`src/rtl/lsu_pkg.sv`:
```
// Shared constants for the load/store unit: funct3 codes,
// FSM states and store byte-lane masks.
package lsu_pkg;

  localparam logic [2:0] F3_B  = 3'b000;
  localparam logic [2:0] F3_H  = 3'b001;
  localparam logic [2:0] F3_W  = 3'b010;
  localparam logic [2:0] F3_BU = 3'b100;
  localparam logic [2:0] F3_HU = 3'b101;

  localparam logic [3:0] WME_B = 4'b0001;
  localparam logic [3:0] WME_H = 4'b0011;
  localparam logic [3:0] WME_W = 4'b1111;

  typedef enum logic [1:0] {
    S_IDLE,
    S_ACCESS,
    S_RESP
  } state_t;

  // Access size in bytes; 0 flags an illegal funct3.
  function automatic logic [2:0] f3_size(logic [2:0] f3);
    logic [2:0] s;
    s = 3'd0;
    unique case (1'b1)
      (f3 == F3_B),
      (f3 == F3_BU): s = 3'd1;
      (f3 == F3_H),
      (f3 == F3_HU): s = 3'd2;
      (f3 == F3_W):  s = 3'd4;
      default:       s = 3'd0;
    endcase
    return s;
  endfunction

endpackage

```
`src/rtl/lsu_load_extend.sv`:
```
// Builds 32-bit load data from the four memory read lanes,
// sign- or zero-extending according to funct3.
module lsu_load_extend
  import lsu_pkg::*;
(
  input  logic [2:0]  funct3,
  input  logic [7:0]  do0,
  input  logic [7:0]  do1,
  input  logic [7:0]  do2,
  input  logic [7:0]  do3,
  output logic [31:0] rdata
);

  always_comb begin
    rdata = '0;
    unique case (1'b1)
      (funct3 == F3_B):  rdata = {{24{do0[7]}}, do0};
      (funct3 == F3_BU): rdata = {24'd0, do0};
      (funct3 == F3_H):  rdata = {{16{do1[7]}}, do1, do0};
      (funct3 == F3_HU): rdata = {16'd0, do1, do0};
      (funct3 == F3_W):  rdata = {do3, do2, do1, do0};
      default:           rdata = '0;
    endcase
  end

endmodule

```
`src/rtl/load_store_unit.sv`:
```
// Load/store initiator: one request at a time, drives the byte-lane
// memory for one ACCESS cycle, then holds the response until taken.
module load_store_unit
  import lsu_pkg::*;
#(
  parameter int MEM_BYTES = 1024
) (
  input  logic        CLK,
  input  logic        Reset,
  input  logic        req_valid,
  output logic        req_ready,
  input  logic        req_we,
  input  logic [2:0]  req_funct3,
  input  logic [31:0] req_addr,
  input  logic [31:0] req_wdata,
  output logic        rsp_valid,
  input  logic        rsp_ready,
  output logic [31:0] rsp_rdata,
  output logic        rsp_err,
  output logic [31:0] address,
  output logic [31:0] datain,
  output logic [3:0]  wme,
  input  logic [7:0]  do0,
  input  logic [7:0]  do1,
  input  logic [7:0]  do2,
  input  logic [7:0]  do3
);

  state_t      state_q, state_d;
  logic        rdy_q;
  logic        we_q, we_d;
  logic [2:0]  f3_q, f3_d;
  logic [31:0] address_q, address_d;
  logic [31:0] datain_q, datain_d;
  logic [31:0] rdata_q, rdata_d;
  logic        err_q, err_d;

  logic [2:0]  size;
  logic [32:0] end_addr;
  logic        legal;
  logic        accept;
  logic [31:0] ld_data;

  lsu_load_extend u_ext (
    .funct3 (f3_q),
    .do0    (do0),
    .do1    (do1),
    .do2    (do2),
    .do3    (do3),
    .rdata  (ld_data)
  );

  // 33-bit end address so a wrapping access is caught as out of range.
  assign size     = f3_size(req_funct3);
  assign end_addr = {1'b0, req_addr} + {30'd0, size};
  assign legal    = (size != 3'd0)
                  && !(req_we && req_funct3[2])
                  && (end_addr <= 33'(MEM_BYTES));

  assign req_ready = rdy_q && (state_q == S_IDLE);
  assign accept    = req_valid && req_ready;
  assign rsp_valid = (state_q == S_RESP);
  assign rsp_rdata = rdata_q;
  assign rsp_err   = err_q;
  assign address   = address_q;
  assign datain    = datain_q;

  // Driven from state so a reset during ACCESS kills the write at once.
  always_comb begin
    wme = '0;
    if (state_q == S_ACCESS && we_q) begin
      unique case (1'b1)
        (f3_q == F3_B): wme = WME_B;
        (f3_q == F3_H): wme = WME_H;
        (f3_q == F3_W): wme = WME_W;
        default:        wme = '0;
      endcase
    end
  end

  always_comb begin
    state_d   = state_q;
    we_d      = we_q;
    f3_d      = f3_q;
    address_d = address_q;
    datain_d  = datain_q;
    rdata_d   = rdata_q;
    err_d     = err_q;
    unique case (state_q)
      S_IDLE: begin
        if (accept) begin
          we_d = req_we;
          f3_d = req_funct3;
          if (legal) begin
            address_d = req_addr;
            datain_d  = req_wdata;
            state_d   = S_ACCESS;
          end else begin
            rdata_d = '0;
            err_d   = 1'b1;
            state_d = S_RESP;
          end
        end
      end
      S_ACCESS: begin
        rdata_d = we_q ? 32'd0 : ld_data;
        err_d   = 1'b0;
        state_d = S_RESP;
      end
      S_RESP: begin
        if (rsp_ready) state_d = S_IDLE;
      end
      default: state_d = S_IDLE;
    endcase
  end

  always_ff @(posedge CLK or negedge Reset) begin
    if (!Reset) begin
      state_q   <= S_IDLE;
      rdy_q     <= 1'b0;
      we_q      <= 1'b0;
      f3_q      <= '0;
      address_q <= '0;
      datain_q  <= '0;
      rdata_q   <= '0;
      err_q     <= 1'b0;
    end else begin
      state_q   <= state_d;
      rdy_q     <= 1'b1;
      we_q      <= we_d;
      f3_q      <= f3_d;
      address_q <= address_d;
      datain_q  <= datain_d;
      rdata_q   <= rdata_d;
      err_q     <= err_d;
    end
  end

endmodule

```
`config.mk`:
```
export PLATFORM = sky130hd
export DESIGN_NAME = load_store_unit
export DESIGN_NICKNAME = d
export VERILOG_FILES = /design/src/rtl/lsu_pkg.sv /design/src/rtl/lsu_load_extend.sv /design/src/rtl/load_store_unit.sv
export SDC_FILE = /design/constraint.sdc
export NUM_CORES = 1
export LEC_CHECK = 0
export CORE_ASPECT_RATIO = 0.5
export CORE_MARGIN = 10
export CORE_UTILIZATION = 40
export CTS_CLUSTER_SIZE = 10
export DETAILED_ROUTE_END_ITERATION = 6
export PLACE_DENSITY_LB_ADDON = 0.08
export SLEW_MARGIN = 20
export SYNTH_ARGS = -nofsm -noshare
export SYNTH_HDL_FRONTEND = slang
export SYNTH_SLANG_ARGS = --single-unit
export TNS_END_PERCENT = 30
```
`constraint.sdc`:
```
create_clock -name CLK -period 2.3 [get_ports CLK]
set_input_delay 0.46 -clock CLK [delete_from_list [all_inputs] [get_ports CLK]]
set_output_delay 0.46 -clock CLK [all_outputs]
set_load 0.05 [all_outputs]
```
* Yosys cells after proc, flatten, opt, wreduce, memory -nomap -nowiden *
Index checks and enable logic that the tools add are counted.

word-level totals
  output and inout bits = 103
  register bits = 104
  bits of input ports = 104
  logic and storage cells = 56

operators by class
  eq/ne operators = 13
  reductions and logical operators = 18
  magnitude comparators = 1
  add/sub/neg operators = 1
  mux-type cells = 15

operator list
  operator              number
  $pmux 32 s5           1
  $mux 32               3
  $pmux 32 s2           1
  $add 32x3->33         1
  $le 33x11->1 const B  1
  $eq 3x3->1 const B    4
  $pmux 4 s3            1
  $pmux 3 s3            1
  $eq 3x1->1 const B    2
  $eq 3x2->1 const B    2
  $logic_and 1x1->1     6
  $logic_not 3->1       2
  $mux 2                3
  $pmux 2 s3            1
  $reduce_and 3->1      2
  $mux 4                1
  $ne 2x2->1 const B    2
  $reduce_and 2->1      2
  $reduce_or 2->1       2
  $reduce_bool 3->1     1
  $eq 2x1->1 const B    1
  $eq 2x2->1 const B    1
  $logic_not 2->1       1
  $mux 1                2
  4 further kinds       4

* Depth between registers and ports, before layout *
Gate-level depths: netlist of run 1.

  depth after elaboration = 9
  depth in mapped cells = 12
  mapped depth without buffers = 10

* Cells and area by module *
A second synthesis of run 1 with hierarchy kept.

unflattened totals
  cells, all modules = 519
  area total of the unflattened synthesis = 5559.1 µm²

modules (own cells, without submodules)
  module           area an instance (µm²)  instances  sequential area each (µm²)  cells an instance
  load_store_unit  4977.3                  1          2602.5                      448
  lsu_load_extend  581.8                   1          0.0                         71

* Worst setup path after synthesis of run 1 *
No wires, ideal clock.

  path type = in2reg
  start point = input req_funct3[0]
  end point = register address_q[1], in the netlist address[1]
  arrival time = 3289 ps
  path slack = -1116 ps
  buffers on the path = 2
  required time = 2172 ps
  cell stages on the path = 12
  cell sequence = nor2_1 > and2_1 > ha_1 > nor2_1 > or2_2 > buf_2 > o31ai_1 > nand4b_1 > a211o_1 > nor4_4 > buf_6 > mux2_1

on the way
  word-level cells in the longest chain between the ends = 7
  elaborated cells between the ends (all ways) = 14

RTL lines
  item                                                       line                                          source
  start, declared                                            load_store_unit.sv:13                         input logic [2:0] req_funct3,
  $eq 3x1->1 (tied with other cells)                         lsu_pkg.sv:28                                 (f3 == F3_H),
  $reduce_or 2->1                                            lsu_pkg.sv:25                                 unique case (1'b1)
  $pmux 3 s3 *                                               lsu_pkg.sv:25
  $add 32x3->33 / $reduce_bool 3->1 (equally long branches)  load_store_unit.sv:55, load_store_unit.sv:56
  $le 33x11->1 / $logic_and 1x1->1 (equally long branches)   load_store_unit.sv:58, load_store_unit.sv:57
  $logic_and 1x1->1 *                                        load_store_unit.sv:58                         && (end_addr <= 33'(MEM_BYTES));
  $reduce_and 3->1 (no source line) *                        -
  end signal, assigned                                       load_store_unit.sv:132                        address_q <= address_d;
  end, declared                                              load_store_unit.sv:33                         logic [31:0] address_q, address_d;

Every way passes the cells marked *; elsewhere a longest branch is shown, timed or not.
A chain may end at the register's enable or synchronous reset.

* Final worst setup path of run 1 *
  start point = input req_funct3[0]
  end point = register datain_q[28], in the netlist datain[28]

on the way
  word-level cells in the longest chain between the ends = 7
  elaborated cells between the ends (all ways) = 14

RTL lines
  item                                                       line                                          source
  $eq 3x1->1 (tied with other cells)                         lsu_pkg.sv:28
  $reduce_or 2->1                                            lsu_pkg.sv:25
  $pmux 3 s3 *                                               lsu_pkg.sv:25
  $add 32x3->33 / $reduce_bool 3->1 (equally long branches)  load_store_unit.sv:55, load_store_unit.sv:56
  $le 33x11->1 / $logic_and 1x1->1 (equally long branches)   load_store_unit.sv:58, load_store_unit.sv:57
  $logic_and 1x1->1 *                                        load_store_unit.sv:58
  $reduce_and 3->1 (no source line) *                        -
  end signal, assigned                                       load_store_unit.sv:133                        datain_q <= datain_d;
  end, declared                                              load_store_unit.sv:34                         logic [31:0] datain_q, datain_d;

Marked as above.

==> flow_summary.yaml, run 1 <==
outcome:
  status: "finished, violations left"
  violations: "negative setup slack"
worst_setup_path:
  crit_path_end_kind: "register"
  r2r_start: "state_q[0]"
  required_ps: 2540
  reg2reg_slack_ps: 50
  cp-endpoint: "datain[28]"
  critPathArrivalTime_ps: 3410
  startpoint_type: "input port"
  rr_endpoint: "datain[28]"
  path_max_fanout: 5
  path_class: "input port to register"
  reg2regPathDepth: 9
  crit_path_start: "req_funct3[0]"
layout:
  final_cell_mix: "clkdlybuf4s50_1, dfrtp_1, buf_4"
  syn2layout_area_growth_pct: 68.7
  antenna_cells: 0
  fill_cells: 951
  nets: 919
  final_common_cell: "clkdlybuf4s50_1"
  fin_area_sq_um: 9120
  drive_gt1_share_pct: 27.0
timing:
  fin_skew_ps: 9.76
  max_freq_mhz: 315
  rsz0062_at_grt: "true"
  setup-violations-final: 99
  hold_violations: 0
  max_slew_margin_pct: 60.0
  finalWorstSetupSlack_ps: -874
  whs_ps: 58.2
  period_share_pct: 138
  drv_slew: 0
  worst_pin_slew_ps: 600
  fin_crit_ps: 3170
logic_synthesis:
  yosys_register_bits: 104
  synth-async-reset-ratio_pct: 100
  synth_cell_type_count: 60
  post-synth-top-area-cell: "dfrtp_1"
  synthTopCellsByArea: "dfrtp_1, mux2_4, nand2_1"
  synth-edff-count: 0
  synth_top_area_share_pct: 48.2
  synth-main-ff-cell: "dfrtp_1"
  ys_warn_count: 0
  synth.cell_area_sq_um: 5400
  syn_avg_cell_area_sq_um: 10.2
  netlist_instances: 530
  ys_seq_area_share_pct: 48.2
  syn-num-nets: 638
clock_tree:
  cts-hold-fix-buffers: 0
  clk_path_buf_depth: 2
  numCtsBuffers: 9
  clk-insertion-delay-late_ps: 350
  htree_levels: 3
  cts_tree: "done"
  cts.clk_slew.worst_paths_ps: 80
  clock-sinks: 104
  clockRootBuffer: "clkbuf_16"
routing:
  detail_route.first_pass.iterations: 5
  ant_nets: 0
  via_count: 5203
  wire_per_inst_um: 19.0
  via_per_inst: 5.28
  totalWireLength_um: 18800
  drcViolationCount: 0
  drtIter0Drc: 294
power:
  pwr-share-seq_pct: 45.8
  combPwrFrac_pct: 16.8
  power_density_nw_per_um2: 448
  p_sw_mw: 1.12
  p_int_mw: 2.96
  swShare_pct: 27.5
  pwr-share-clk_pct: 37.4
  peakVddDrop_uv: 297
  power.leakage_nw: 3.84
  fin_total_pwr_mw: 4.08
floorplan:
  dieArea_sq_um: 18800
  die_height_um: 102
  fp-row-count: 29
  core_sq_um: 13000
  die-width_um: 184
  pin_count: 207
  start_util_pct: 41.7
grt:
  antenna_found_initial: 0
  grt_pass1_wl_um: 29400
  grt_use_total_pct: 19.4
  grt_max_degree: 40
  globalRoute.totalOverflow: 0
  first_global_vias: 5379
run:
  maxCapViolations: 0
placement:
  dp_hpwl_um: 13600
  gp_congestion: 0.849
  place_area_sq_um: 8290
  port_buffers: 206
  dp_slack_ps: -1640
min_path:
  worstHoldPathType: "input port to async pin"
[worst max-delay path, cell delays in order]
cell	delay (ps)
buf_8	90
nor2_4	40
ha_4	150
fa_2	350
a21o_1	190
buf_4	130
nand4_1	120
nor4b_4	80
or3_4	390
a211o_1	340
nor4_4	280
buf_6	160
buf_12	100
buf_12	110
buf_16	120
mux2_4	290
[kinds of logic (layout without fill, tap and decap cells)]
family	after synthesis	in the layout	synth area share, %
other	1	1	0.0694
AND/OR/NAND/NOR	182	182	17.7
XOR/XNOR	6	6	0.973
AO/OA/AOI/OAI	141	141	16.1
buffers and inverters	42	328	3.64
flip-flops	104	104	48.2
multiplexers	50	50	12.2
adder cells (fa/ha/maj)	4	4	1.07
[area by class of cell]
cell class,count,area (sq um),area share [%]
repair buffers,305,3070,33.7
multi-input cells,384,2920,32.0
flip-flops and latches,104,2600,28.5
clock buffers,9,225,2.47
well taps,170,213,2.33
clock inverters,7,62.6,0.686
inverters,7,26.3,0.288
[metrics by stage]
step,cells,util [%],setup TNS (ps)
6_report,986,70.4,-64880
2_1_floorplan,530,-,-70000
3_5_place_dp,951,64.0,-146560
5_1_grt,986,70.4,-76660
4_1_cts,982,69.4,-61930
3_3_place_gp,951,64.0,-138720
[state kept, by name, summed over array words and instances, names as in the netlist]
register	flops
address	32
rsp_err	1
f3_q	3
rdy_q	1
rsp_rdata	32
we_q	1
datain	32
state_q	2
[synth_stat cells, drive strengths merged, types with 6 or more instances]
cell,n
dfrtp,104
nand2,69
o21ai,49
mux2,47
a21oi,31
nor2b,25
clkbuf,24
nor2,21
a31oi,19
a32oi,16
buf,11
nand4,11
nand3,8
inv,7
nor4,7
a211oi,6
and4,6
nor3,6
[per-layer routing]
layer / vias to the layer above / GRT usage, % / part of all wire (%)
met5: - / 0 / 0
met4: 0 / 4.69 / 1.3
met1: 2488 / 23.9 / 41
met2: 196 / 31.3 / 48
met3: 19 / 7.79 / 10
li1: 2500 / - / -
[power groups by stage]
stage | combinational, mW | sequential (mW) | clock, mW
finish | 0.686 | 1.87 | 1.53
global route | 0.752 | 1.88 | 1.63
CTS | 0.671 | 1.87 | 1.56
detailed placement | 0.650 | 1.91 | 0
global placement | 0.640 | 1.91 | 0
floorplan | 0.265 | 1.90 | 0
[how the worst min path moves through the flow]
stage          startpoint           to  slack, ps  cells after the start
3_3_place_gp        Reset  address[15]        450                      1
3_5_place_dp        Reset  address[21]        450                      1
6_report            Reset  address[20]         60                      1
5_1_grt             Reset  address[20]         80                      1
2_1_floorplan       Reset   address[0]        160                      0
4_1_cts             Reset  address[11]         70                      1
[timing repair]
item,CTS,global route
pin swaps,23,19
setup buffers,11,4
cloned,4,0
gates resized for setup,111,19
setup endpoints to repair,99,99
(Power assumes the default switching activity.)
==> run 2: changes to the inputs <==
RECOVER_POWER = 25   (was unset)
REMOVE_ABC_BUFFERS = 1   (was unset)
==> run 2 against run 1 <==
  * The flow still finishes with violations (negative setup slack)
  * Final area rose by 1.0%
  * Total power shrank 0.53%
  * Highest routed layer is now met5
  * Fmax is 1.2% higher
  * Largest power group unchanged
  * Register-to-register slack better by 60 ps
  * Clock skew grew 3.0 ps
  * Critical path type unchanged
  * Largest cell class unchanged
  * Worst setup slack better by 36 ps
  * First-iteration DRC count is 36% higher
  * Sequential cell count unchanged
  * Sequential power about the same
==> flow_summary.yaml, run 2 (synthesized netlist as in run 1, its figures left out) <==
outcome:
  status: "finished, violations left"
  violations: "negative setup slack"
floorplan:
  core_sq_um: 13000
  pin_count: 207
  dieArea_sq_um: 18800
  die_height_um: 102
  fp-row-count: 29
  start_util_pct: 41.7
  die-width_um: 184
routing:
  totalWireLength_um: 18700
  wire_per_inst_um: 18.8
  detail_route.first_pass.iterations: 5
  ant_nets: 0
  via_per_inst: 5.31
  via_count: 5267
  drcViolationCount: 0
  drtIter0Drc: 401
timing:
  rsz0062_at_grt: "true"
  fin_skew_ps: 12.8
  setup-violations-final: 99
  drv_slew: 0
  max_slew_margin_pct: 20.8
  whs_ps: 339
  fin_tns_setup_ps: -67190
  finalWorstSetupSlack_ps: -838
  worst_pin_slew_ps: 1190
  period_share_pct: 136
  max_freq_mhz: 319
  hold_violations: 0
  fin_crit_ps: 3140
layout:
  instances_no_fill: 992
  final_common_cell: "clkdlybuf4s50_1"
  drive_gt1_share_pct: 27.5
  syn2layout_area_growth_pct: 70.4
  final_cell_mix: "clkdlybuf4s50_1, dfrtp_1, buf_4"
  nets: 925
  antenna_cells: 0
worst_setup_path:
  startpoint_type: "input port"
  crit_path_end_kind: "register"
  critPathArrivalTime_ps: 3360
  path_max_fanout: 5
  path_class: "input port to register"
  reg2reg_slack_ps: 110
  worst-path-buf-inv: 5
  r2r_start: "state_q[1]"
  crit_path_start: "req_funct3[1]"
  cpLargestDelayFamily: "simple AND/OR/NAND/NOR gates"
  reg2regPathDepth: 9
  cp_slowest_cell: "nor4b_2"
  cp_common_cell: "buf_12"
  slowest_delay_ps: 370
  rr_endpoint: "datain[5]"
  worst-path-stages: 15
  crit_path_cell_trace: "buf_8 > nor2_4 > ha_4 > fa_2 > a21o_1 > nand4_1 > nor4b_2 > nand4b_1 > a211o_1 > nor4_4 > buf_6 > buf_12 > buf_12 > buf_16 > mux2_4"
  cp-endpoint: "datain[5]"
  required_ps: 2530
clock_tree:
  cts-hold-fix-buffers: 0
  clockRootBuffer: "clkbuf_16"
  clk-insertion-delay-late_ps: 340
  numCtsBuffers: 9
  clk_path_buf_depth: 2
  clock-sinks: 104
  htree_levels: 3
  cts_tree: "done"
  cts.clk_slew.worst_paths_ps: 70
grt:
  grt_use_total_pct: 19.0
  first_global_vias: 5369
  grt_pass1_wl_um: 29000
  grt_max_degree: 46
  globalRoute.totalOverflow: 0
  antenna_found_initial: 2
power:
  power.leakage_nw: 3.86
  peakVddDrop_uv: 395
  power_density_nw_per_um2: 441
min_path:
  worstHoldPathType: "input port to async pin"
placement:
  dp_hpwl_um: 13000
  port_buffers: 206
  gp_congestion: 0.910
  dp_slack_ps: -1680
  dp.cells: 944
run:
  maxCapViolations: 0
==> run 2: repair_timing <==
item,4_1_cts,5_1_grt
resized for setup,81,73
gates cloned,5,0
endpoints found under the hold margin,0,0
pin swaps,23,18
buffers inserted,19,8
endpoints found under the setup margin,99,99
==> run 2: worst min path at each step <==
stage | from | end | slack (ps)
2_1_floorplan | Reset | address[0] | 160
3_3_place_gp | datain[12] | datain[12] | 470
3_5_place_dp | address[2] | address[2] | 480
4_1_cts | Reset | datain[31] | 160
5_1_grt | req_addr[0] | address[0] | 350
6_report | Reset | datain[31] | 340
==> run 2: final cells by class <==
type,instances,area [sq um]
fillers,942,3740
clock buffers,10,239
multi-input cells,384,2930
clock inverters,6,50.0
flip-flops and latches,104,2600
inverters,7,26.3
repair buffers,311,3150
well taps,170,213
==> run 2: report_power, final <==
group          total [mW]  internal [mW]  leakage, nW  switching, mW
Sequential           1.88           1.84         1.44         0.0384
Combinational       0.677          0.360         2.29          0.317
Clock                1.50          0.781        0.141          0.720
==> run 2: metal layers <==
| metal | wire (um) | up-vias | global-route usage [%] |
|---|---|---|---|
| met1 | 7900 | 2571 | 23.6 |
| met2 | 9030 | 168 | 31.7 |
| met4 | 206 | 4 | 3.75 |
| met5 | 21 | - | 0 |
| li1 | - | 2504 | - |
| met3 | 1510 | 20 | 6.48 |
==> run 2: worst register-to-register path, stage by stage (launching register included) <==
cell and delay (ps):
dfrtp_1 400, nor3b_1 270, nand2_1 120, o21bai_2 220, nor4_4 270, buf_6 150, buf_12 110, buf_12 110
buf_16 130, mux2_4 300
==> run 2: through the flow <==
| step | total power [mW] | area, sq um | utilization [%] |
|---|---|---|---|
| 2_1_floorplan | 2.13 | 5230 | - |
| 3_3_place_gp | 2.52 | 8160 | 63.0 |
| 3_5_place_dp | 2.54 | 8160 | 63.0 |
| 4_1_cts | 4.08 | 8960 | 69.2 |
| 5_1_grt | 4.23 | 9210 | 71.1 |
| 6_report | 4.06 | 9210 | 71.1 |
==> run 3: changes to the inputs <==
CAP_MARGIN = 40   (was unset)
==> results of run 3 <==
Same layout as run 2: the final DEF is identical, and so are final timing and power.
